## config.mk

```make
export PLATFORM = sky130hd
export DESIGN_NAME = seq_mac_axil
export DESIGN_NICKNAME = d
export VERILOG_FILES = /design/src/rtl/seq_mac_axil.sv
export SDC_FILE = /design/constraint.sdc
export NUM_CORES = 1
export LEC_CHECK = 0
export BUFFER_PORTS_ARGS = -buffer_cell sky130_fd_sc_hd__clkbuf_2
export CAP_MARGIN = 20
export CORE_UTILIZATION = 62
export DETAILED_ROUTE_END_ITERATION = 10
export GPL_ROUTABILITY_DRIVEN = 0
export GPL_TIMING_DRIVEN = 0
export HOLD_SLACK_MARGIN = 0.03
export PLACE_DENSITY = 0.8
export SLEW_MARGIN = 5
export SYNTH_ARGS = -nofsm -noshare
export SYNTH_HDL_FRONTEND = slang
export SYNTH_SLANG_ARGS = --single-unit
```

## constraint.sdc

```tcl
create_clock -name s2_axi_aclk -period 13 [get_ports s2_axi_aclk]
set_input_delay 0.65 -clock s2_axi_aclk [delete_from_list [all_inputs] [get_ports s2_axi_aclk]]
set_output_delay 0.65 -clock s2_axi_aclk [all_outputs]
set_load 0.005 [all_outputs]
```

## src/rtl/seq_mac_axil.sv

```systemverilog
// rtl/seq_mac_axil.sv - AXI4-Lite sequential signed/unsigned multiply-accumulate engine
module seq_mac_axil #(
    parameter int DATA_WIDTH = 32,
    parameter int ADDR_WIDTH = 8,
    parameter int OP_WIDTH   = 32
) (
    input  logic                      s2_axi_aclk,
    input  logic                      s2_axi_areset,
    input  logic [ADDR_WIDTH-1:0]     s2_axi_awaddr,
    input  logic                      s2_axi_awvalid,
    output logic                      s2_axi_awready,
    input  logic [DATA_WIDTH-1:0]     s2_axi_wdata,
    input  logic [DATA_WIDTH/8-1:0]   s2_axi_wstrb,
    input  logic                      s2_axi_wvalid,
    output logic                      s2_axi_wready,
    output logic [1:0]                s2_axi_bresp,
    output logic                      s2_axi_bvalid,
    input  logic                      s2_axi_bready,
    input  logic [ADDR_WIDTH-1:0]     s2_axi_araddr,
    input  logic                      s2_axi_arvalid,
    output logic                      s2_axi_arready,
    output logic [DATA_WIDTH-1:0]     s2_axi_rdata,
    output logic [1:0]                s2_axi_rresp,
    output logic                      s2_axi_rvalid,
    input  logic                      s2_axi_rready
);
    localparam int ACC_W = 2 * OP_WIDTH;
    localparam int CNT_W = $clog2(OP_WIDTH + 1);

    typedef enum logic [1:0] {IDLE, RUN, FIN} state_t;
    state_t state, state_nxt;

    logic                ctrl_signed, ctrl_accum, done, ovf, neg;
    logic [OP_WIDTH-1:0] op_a, op_b, mplier, mag_a, mag_b;
    logic [ACC_W-1:0]    acc, prod, mcand, prod_fin;
    logic [ACC_W:0]      sum;
    logic                add_ovf;
    logic [CNT_W-1:0]    cnt;
    logic                busy;
    logic                aw_w_rdy;
    logic                wr_fire, rd_fire;
    logic [2:0]          wr_idx, rd_idx;
    logic                wr_err, start_go, clr_go, ctrl_we, op_a_we, op_b_we;
    logic [31:0]         wmask, op_a_new, op_b_new, rd_mux;
    logic signed [63:0]  s_ext;
    logic [63:0]         u_ext, res64;
    logic                unused_addr;

    assign busy           = (state != IDLE);
    assign s2_axi_awready = aw_w_rdy;
    assign s2_axi_wready  = aw_w_rdy;
    assign s2_axi_rresp   = 2'b00;
    assign wr_fire        = aw_w_rdy && s2_axi_awvalid && s2_axi_wvalid;
    assign rd_fire        = s2_axi_arready && s2_axi_arvalid;
    assign wr_idx         = s2_axi_awaddr[4:2];
    assign rd_idx         = s2_axi_araddr[4:2];
    assign unused_addr    = ^{s2_axi_awaddr[ADDR_WIDTH-1:5], s2_axi_awaddr[1:0],
                              s2_axi_araddr[ADDR_WIDTH-1:5], s2_axi_araddr[1:0]};

    assign wmask    = {{8{s2_axi_wstrb[3]}}, {8{s2_axi_wstrb[2]}},
                       {8{s2_axi_wstrb[1]}}, {8{s2_axi_wstrb[0]}}};
    assign op_a_new = (32'(op_a) & ~wmask) | (s2_axi_wdata & wmask);
    assign op_b_new = (32'(op_b) & ~wmask) | (s2_axi_wdata & wmask);

    // Signedness for a new run comes from the CTRL write that carries START.
    assign mag_a = (s2_axi_wdata[1] && op_a[OP_WIDTH-1]) ? -op_a : op_a;
    assign mag_b = (s2_axi_wdata[1] && op_b[OP_WIDTH-1]) ? -op_b : op_b;

    assign prod_fin = neg ? -prod : prod;
    assign sum      = {1'b0, acc} + {1'b0, prod_fin};
    assign add_ovf  = ctrl_signed ? ((acc[ACC_W-1] == prod_fin[ACC_W-1]) &&
                                     (sum[ACC_W-1] != acc[ACC_W-1]))
                                  : sum[ACC_W];

    always_comb begin
        wr_err   = 1'b0;
        start_go = 1'b0;
        clr_go   = 1'b0;
        ctrl_we  = 1'b0;
        op_a_we  = 1'b0;
        op_b_we  = 1'b0;
        if (wr_fire) begin
            case (wr_idx)
                3'd0: if (s2_axi_wstrb[0]) begin
                    if (busy) begin
                        wr_err = 1'b1;
                    end else begin
                        ctrl_we  = 1'b1;
                        start_go = s2_axi_wdata[0];
                        clr_go   = s2_axi_wdata[3];
                    end
                end
                3'd4: if (busy) wr_err = 1'b1; else op_a_we = 1'b1;
                3'd5: if (busy) wr_err = 1'b1; else op_b_we = 1'b1;
                default: ;
            endcase
        end
    end

    always_comb begin
        state_nxt = state;
        case (state)
            IDLE:    if (start_go) state_nxt = RUN;
            RUN:     if (cnt == CNT_W'(1)) state_nxt = FIN;
            FIN:     state_nxt = IDLE;
            default: state_nxt = IDLE;
        endcase
    end

    always_ff @(posedge s2_axi_aclk or posedge s2_axi_areset) begin
        if (s2_axi_areset) state <= IDLE;
        else               state <= state_nxt;
    end

    always_ff @(posedge s2_axi_aclk or posedge s2_axi_areset) begin
        if (s2_axi_areset) begin
            ctrl_signed <= 1'b0;
            ctrl_accum  <= 1'b0;
            op_a        <= '0;
            op_b        <= '0;
            acc         <= '0;
            prod        <= '0;
            mcand       <= '0;
            mplier      <= '0;
            cnt         <= '0;
            neg         <= 1'b0;
            done        <= 1'b0;
            ovf         <= 1'b0;
        end else begin
            if (ctrl_we) begin
                ctrl_signed <= s2_axi_wdata[1];
                ctrl_accum  <= s2_axi_wdata[2];
            end
            if (op_a_we) op_a <= op_a_new[OP_WIDTH-1:0];
            if (op_b_we) op_b <= op_b_new[OP_WIDTH-1:0];
            if (clr_go) begin
                acc  <= '0;
                ovf  <= 1'b0;
                done <= 1'b0;
            end
            case (state)
                IDLE: if (start_go) begin
                    mcand  <= ACC_W'(mag_a);
                    mplier <= mag_b;
                    prod   <= '0;
                    cnt    <= CNT_W'(OP_WIDTH);
                    neg    <= s2_axi_wdata[1] & (op_a[OP_WIDTH-1] ^ op_b[OP_WIDTH-1]);
                    done   <= 1'b0;
                end
                RUN: begin
                    if (mplier[0]) prod <= prod + mcand;
                    mcand  <= mcand << 1;
                    mplier <= mplier >> 1;
                    cnt    <= cnt - CNT_W'(1);
                end
                FIN: begin
                    acc  <= ctrl_accum ? sum[ACC_W-1:0] : prod_fin;
                    if (ctrl_accum && add_ovf) ovf <= 1'b1;
                    done <= 1'b1;
                end
                default: ;
            endcase
        end
    end

    always_ff @(posedge s2_axi_aclk or posedge s2_axi_areset) begin
        if (s2_axi_areset) begin
            aw_w_rdy      <= 1'b0;
            s2_axi_bvalid <= 1'b0;
            s2_axi_bresp  <= 2'b00;
        end else begin
            aw_w_rdy <= s2_axi_awvalid && s2_axi_wvalid && !s2_axi_bvalid && !aw_w_rdy;
            if (wr_fire) begin
                s2_axi_bvalid <= 1'b1;
                s2_axi_bresp  <= wr_err ? 2'b10 : 2'b00;
            end else if (s2_axi_bvalid && s2_axi_bready) begin
                s2_axi_bvalid <= 1'b0;
            end
        end
    end

    assign s_ext = $signed(acc);
    assign u_ext = 64'(acc);
    assign res64 = ctrl_signed ? s_ext : u_ext;

    always_comb begin
        rd_mux = 32'd0;
        case (rd_idx)
            3'd0:    rd_mux = 32'({ctrl_accum, ctrl_signed, 1'b0});
            3'd1:    rd_mux = 32'({ovf, done, busy});
            3'd4:    rd_mux = 32'(op_a);
            3'd5:    rd_mux = 32'(op_b);
            3'd6:    rd_mux = res64[31:0];
            3'd7:    rd_mux = res64[63:32];
            default: rd_mux = 32'd0;
        endcase
    end

    always_ff @(posedge s2_axi_aclk or posedge s2_axi_areset) begin
        if (s2_axi_areset) begin
            s2_axi_arready <= 1'b0;
            s2_axi_rvalid  <= 1'b0;
            s2_axi_rdata   <= '0;
        end else begin
            s2_axi_arready <= s2_axi_arvalid && !s2_axi_rvalid && !s2_axi_arready;
            if (rd_fire) begin
                s2_axi_rvalid <= 1'b1;
                s2_axi_rdata  <= rd_mux;
            end else if (s2_axi_rvalid && s2_axi_rready) begin
                s2_axi_rvalid <= 1'b0;
            end
        end
    end
endmodule

```

==> key figures, run 1 <==
Run status
  – Status: finished, final reports clean

Cells and area
  – Seq. cell area: 8460 um^2
  – Layout Nets: 2,977
  – Finished Core Util: 70.0%
  – Area growth syn-to-layout: 10.6%
  – Multi-input gate area: 14,000 um^2
  – Fill cells: 2,850
  – Finished Cell Area: 25,700 um^2
  – Layout cell share with drive strength beyond 1: 8.86%
  – Final Non-Filler Cells: 3,280

Global route
  – Largest net degree at the start of global routing: 122
  – First-pass GRT wire length: 121 mm
  – Total grt overflow: 0
  – Number of global-route vias before repair: 21.4k
  – Initial antenna violation count: 2
  – GRT Util Overall: 41.2%

Floorplan
  – Die Wd: 196 um
  – Row cnt: 70
  – Die Area: 38,300 um^2
  – Total core area: 36,800 um^2
  – DIE HEIGHT: 196 um
  – Starting Density: 63.2%
  – I/O pin cnt: 100

Setup path
  – Critical path launch point type: flop
  – Reg2reg end: acc[62]$_DFFE_PP0P_
  – Req. time, crit path: 13.48 ns
  – Worst EP arrival: 7.24 ns
  – RR Startpoint: prod[7]$_DFFE_PP0P_
  – Reg2Reg Setup Slack: 6.24 ns
  – Worst Path Class, Setup: flop to flop
  – Cell count of the worst reg-to-reg path: 23
  – Worst setup path end: acc[62]$_DFFE_PP0P_
  – Crit. Startpoint: prod[7]$_DFFE_PP0P_
  – Largest driver fanout on the critical path: 7
  – Setup crit end kind: flop

Timing
  – Max-slew violations: 0
  – # setup viols final: 0
  – Final Cycle Share: 52.0%
  – Final setup TNS: 0 ns
  – Hold Fails Final Rpt: 0
  – Worst-Margin Slew: 1.15 ns
  – Peak Freq: 148 MHz
  – Final Skew: 0.0262 ns
  – Fin crit period: 6.76 ns
  – WHS: 0.0588 ns
  – Slack of the critical path: 6.24 ns
  – Slew HR: 21.2%
  – RSZ-0062 raised after global routing: no

Clock network
  – Hold-fix buffers, CTS: 0
  – Worst-Skew Late Latency: 0.59 ns
  – Htree depth: 2
  – Deepest clock path buffer count: 3
  – CTS-repair resized insts: 0
  – CTS Buf Count: 39
  – Clk sink count: 338
  – TritonCTS clock tree: yes
  – Clock slew at reported path FFs: 0.06 ns
  – Root Buffer: clkbuf_16
  – Post-CTS Setup Bufs: 0

Synth
  – Mapped Avg Cell Area: 8.77 um^2
  – Mapped cell area: 23,300 um^2
  – Yosys warnings: 0
  – Area contributors post-synth: dfrtp_1 36%, o21ai_0 7.9%, ha_1 7.1%, xnor2_1 5.2%, nand2_1 5.2%
  – Seq/Total Area, Yosys: 36.4%
  – Synth unique cells: 84
  – Main flop type after synthesis: dfrtp_1
  – Most frequent cell after synthesis: o21ai_0
  – Synth Instances: 2,652
  – Ys async rst share: 100%
  – Commonest cells post-synth: 366 x o21ai_0, 338 x dfrtp_1, 320 x nand2_1
  – Post-synth EDFFs: 0
  – Leading area contributor after synthesis: dfrtp_1
  – Top-area cell type share of the netlist area: 36.4%
  – Synth Register Bits: 338

Place
  – Placed instance count: 3,209
  – Post-DP HPWL: 59.5 mm
  – IO buf count: 84
  – Worst slack at placement: 6.41 ns
  – Placed Area: 24,400 um^2

Route
  – Initial drt markers: 2,650
  – 1st-pass router iterations: 5
  – Drt drc: 0
  – Via count: 22.6k
  – Avg WL per Cell: 24.1 um
  – Final wirelength: 79.0 mm
  – Detail Route Antenna Nets: 0
  – Vias/cell: 6.89

Power
  – P per Cell Area: 91.1 nW/um^2
  – Maximum vdd drop: 0.0000821 V
  – P_leak: 11.7 nW
  – Final Total Pwr: 2.35 mW

Job
  – Total of max-cap violations: 0

Worst hold path
  – HP Class: primary input to asynchronous set/reset pin
power by group:
group	switching, mW	total (mW)	internal (mW)	leakage [nW]
Combinational	0.0624	0.0963	0.0339	6.85
Sequential	0.0102	1.08	1.07	4.18
Clock	0.476	1.17	0.693	0.657
routing by layer:
metal / share of wire, % / up-vias / global-route usage (%) / wire length, um
met3: 12 / 354 / 9.68 / 9100
met2: 44 / 1504 / 63.7 / 34500
met1: 37 / 10700 / 51.9 / 29500
met5: 0.037 / - / 0 / 29
met4: 7.5 / 4 / 26.8 / 5910
li1: - / 10000 / - / -
cell families (layout without fill, tap and decap cells):
kind of cell	Yosys count	in the layout	share of synthesized area, %
simple gates	711	711	14.5
compound gates	950	950	25.7
mux	81	81	3.95
buf+inv	201	358	3.35
fa+ha+maj	134	134	7.27
xor+xnor	236	236	8.89
other cells	1	4	0.0161
flops	338	338	36.4
placed cells by master, fill, tap and decap left out, types with 34 or more instances in the layout:
cell type,n
nand2_1,320
a22o_1,34
nand3_1,82
a21o_1,61
inv_1,51
o31ai_1,44
dfrtp_1,338
nor2_1,91
clkbuf_1,145
xor2_1,97
xnor2_1,139
o21ai_0,366
a221oi_1,36
nor3_1,36
ha_1,132
clkbuf_16,39
clkbuf_2,84
a21oi_1,171
mux2_2,67
a22oi_1,68
cell type report:
type,instances,area share (%)
antenna,1,0.00972
tap,468,2.28
multi-input combinational,2115,54.5
buffer,149,2.27
clock inverter,12,0.792
inverter,52,0.788
clock buffer,56,4.43
timing repair buffer,89,2.06
sequential,338,32.9
critical path, stage by stage, from the launching register on:
cell and delay (ns):
dfrtp_1 0.46, or4_1 0.55, or2_1 0.26, or3_1 0.41, or2_4 0.32, or3_4 0.38, nor2_4 0.11, nand3_2 0.12
or3_1 0.40, o31a_1 0.26, xor2_1 0.26, ha_1 0.37, nand2_1 0.20, nor2_1 0.06, a221o_1 0.33, a22o_1 0.26
a211oi_1 0.20, o221ai_1 0.17, a31o_2 0.28, a31oi_1 0.29, nor3_1 0.13, a311oi_1 0.38, xor2_1 0.15, a311oi_1 0.30
worst min path at each step:
| stage | endpoint | slack [ns] | cells after the start |
|---|---|---|---|
| 2_1_floorplan | s2_axi_awready$_DFF_PP0_ | 0.45 | 1 |
| 3_3_place_gp | s2_axi_awready$_DFF_PP0_ | 0.44 | 1 |
| 3_5_place_dp | s2_axi_arready$_DFF_PP0_ | 0.46 | 1 |
| 4_1_cts | acc[16]$_DFFE_PP0P_ | 0.06 | 2 |
| 5_1_grt | acc[16]$_DFFE_PP0P_ | 0.09 | 2 |
| 6_report | acc[16]$_DFFE_PP0P_ | 0.06 | 2 |
(Power assumes the default switching activity.)
==> run 2, diff against run 1 <==
- CORE_UTILIZATION: 62 -> 57
- PLACE_DENSITY: 0.8 -> 0.78
- clock period: 13 -> 6.05 ns (I/O delays scaled with it)
==> run 2 against run 1 <==
  * The flow now finishes with violations (negative setup slack)
  * Fmax grew 9.8%
  * Largest power group unchanged
  * Clock-buffer cell count grew 1
  * Cell count grew 3.4%
  * Sequential share of layout area shrank 0.90 points
==> key figures, run 2 (synthesis results as in run 1) <==
Run status
  – Status: finished, violations left
  – Failing checks: negative setup slack

Setup path
  – Cell count of the worst reg-to-reg path: 22
  – Cell mode on critical path: or3_4
  – Worst Path Class, Setup: flop to flop
  – Reg2reg end: acc[62]$_DFFE_PP0P_
  – Buf/Inv on CP: 0
  – Max stage delay on crit path: 0.43 ns
  – CP top delay family: simple AND/OR/NAND/NOR gates
  – Worst EP arrival: 6.61 ns
  – Worst setup path end: acc[62]$_DFFE_PP0P_
  – Largest driver fanout on the critical path: 5
  – Setup crit end kind: flop
  – Req. time, crit path: 6.49 ns
  – RR Startpoint: prod[13]$_DFFE_PP0P_
  – Critical path launch point type: flop
  – Crit. Startpoint: prod[13]$_DFFE_PP0P_
  – Reg2Reg Setup Slack: -0.11 ns
  – Cells along the critical path: or3_4 > or3_4 > or4_4 > or2_4 > or3_4 > nor2_4 > nand3_4 > or3_4 > o31a_1 > xor2_2 > ha_4 > a21o_1 > a221o_1 > a22o_1 > a211oi_2 > o221ai_1 > a31o_2 > a31oi_4 > nor3_2 > a311oi_2 > xor2_1 > a311oi_1
  – Worst path depth: 22
  – Critical-path top delay cell: dfrtp_2

Place
  – Placed Area: 24,500 um^2
  – Post-DP HPWL: 60.7 mm
  – IO buf count: 84
  – Worst slack at placement: -0.563 ns

Global route
  – Largest net degree at the start of global routing: 42
  – GRT Util Overall: 38.7%
  – Number of global-route vias before repair: 21.8k
  – Initial antenna violation count: 4
  – Total grt overflow: 0
  – First-pass GRT wire length: 123 mm

Route
  – Final wirelength: 81.4 mm
  – Detail Route Antenna Nets: 0
  – Via count: 22.9k
  – Avg WL per Cell: 24.0 um
  – 1st-pass router iterations: 8
  – Drt drc: 0
  – Initial drt markers: 3,341
  – Vias/cell: 6.76

Cells and area
  – Most common cell after layout, fill and taps aside: o21ai_0
  – Layout cell share with drive strength beyond 1: 10.2%
  – Fill cells: 3,135
  – Layout Nets: 3,035
  – Area growth syn-to-layout: 13.9%
  – Finished Core Util: 66.2%
  – Most frequent cells in the layout: 363 x o21ai_0, 333 x dfrtp_1, 318 x nand2_1
  – Finished Cell Area: 26,500 um^2

Clock network
  – TritonCTS clock tree: yes
  – Deepest clock path buffer count: 3
  – Root Buffer: clkbuf_16
  – Clock slew at reported path FFs: 0.06 ns
  – Clk sink count: 338
  – CTS Buf Count: 39
  – Worst-Skew Late Latency: 0.60 ns
  – Htree depth: 2

Power
  – Combinational share of power: 4.9%
  – Maximum vdd drop: 0.000166 V
  – NetSw: 1.20 mW
  – Power share of the clock group: 48.5%
  – P_leak: 11.9 nW
  – P_int: 3.78 mW
  – Sw frac: 24.1%
  – Flop pwr share: 46.6%
  – P per Cell Area: 188 nW/um^2

Floorplan
  – DIE HEIGHT: 204 um
  – Starting Density: 58.1%
  – I/O pin cnt: 100
  – Row cnt: 73
  – Total core area: 40,000 um^2
  – Die Wd: 204 um
  – Die Area: 41,600 um^2

Job
  – Total of max-cap violations: 0

Timing
  – Hold Fails Final Rpt: 0
  – Final Skew: 0.0264 ns
  – Slack of the critical path: -0.111 ns
  – Worst-Margin Slew: 1.21 ns
  – # setup viols final: 1
  – Fin crit period: 6.16 ns
  – Slew HR: 19.1%
  – Peak Freq: 162 MHz
  – RSZ-0062 raised after global routing: yes
  – Max-slew violations: 0
  – Final Cycle Share: 102%

Worst hold path
  – HP Class: primary input to flop
  – Worst Hold Launch: s2_axi_wvalid
[run 2: how the worst min path moves through the flow]
| stage | endpoint | slack, ns | depth (start not counted) |
|---|---|---|---|
| after global placement | s2_axi_awready$_DFF_PP0_ | 0.44 | 1 |
| final | s2_axi_bvalid$_DFFE_PP0P_ | 0.11 | 3 |
| after detailed placement | acc[13]$_DFFE_PP0P_ | 0.41 | 2 |
| after global routing | s2_axi_bresp[1]$_DFFE_PP0P_ | 0.11 | 3 |
| after floorplan | s2_axi_bvalid$_DFFE_PP0P_ | 0.40 | 1 |
| after CTS | s2_axi_bresp[1]$_DFFE_PP0P_ | 0.09 | 3 |
[run 2: layer usage]
layer	wire length [um]	vias to the layer above	global-route usage, %
met5	43	-	0
met4	6080	6	25.9
met3	9050	378	9.07
met2	35600	1526	60.1
met1	30600	10900	47.9
li1	-	10100	-
[run 2: cell type report]
class                   instances  area [um^2]  area share (%)
inverters                      52          199           0.751
clock buffers                  57         1120            4.24
well taps                     525          657            2.48
flip-flops and latches        338         8460            32.0
multi-input cells            2115        14200            53.6
clock inverters                 8          155           0.586
diodes                          1         2.50         0.00945
plain buffers                 148          579            2.19
repair buffers                148         1110            4.20
[run 2: power by group through the flow]
stage / sequential, mW / clock [mW] / combinational [mW]
3_3_place_gp: 2.36 / 0 / 0.194
2_1_floorplan: 2.36 / 0 / 0.0950
3_5_place_dp: 2.36 / 0 / 0.215
4_1_cts: 2.32 / 2.42 / 0.236
6_report: 2.32 / 2.41 / 0.244
5_1_grt: 2.33 / 2.50 / 0.268
[run 2: repair_timing]
item,CTS,global route
setup buffers,7,9
setup endpoints to repair,12,11
pin swaps,5,15
hold endpoints to repair,86,0
resized for setup,19,19
hold buffers,38,0
[run 2: stage by stage]
step                      power, mW  hold WS [ns]  cells  setup TNS, ns
after CTS                      4.97        0.0926   3381        -0.0722
after floorplan                2.46         0.399   2654              0
after global placement         2.56         0.437   3263        -204.67
after detailed placement       2.58         0.407   3272          -2.55
final                          4.98         0.106   3392         -0.111
after global routing           5.10         0.106   3391         -0.516
[run 2: worst register-to-register path: stages, from the launching register on]
cell,delay (ns)
dfrtp_2,0.43
or3_4,0.40
or3_4,0.34
or4_4,0.43
or2_4,0.30
or3_4,0.38
nor2_4,0.16
nand3_4,0.11
or3_4,0.36
o31a_1,0.27
xor2_2,0.24
ha_4,0.27
a21o_1,0.18
a221o_1,0.36
a22o_1,0.26
a211oi_2,0.22
o221ai_1,0.13
a31o_2,0.28
a31oi_4,0.18
nor3_2,0.09
a311oi_2,0.29
xor2_1,0.24
a311oi_1,0.11
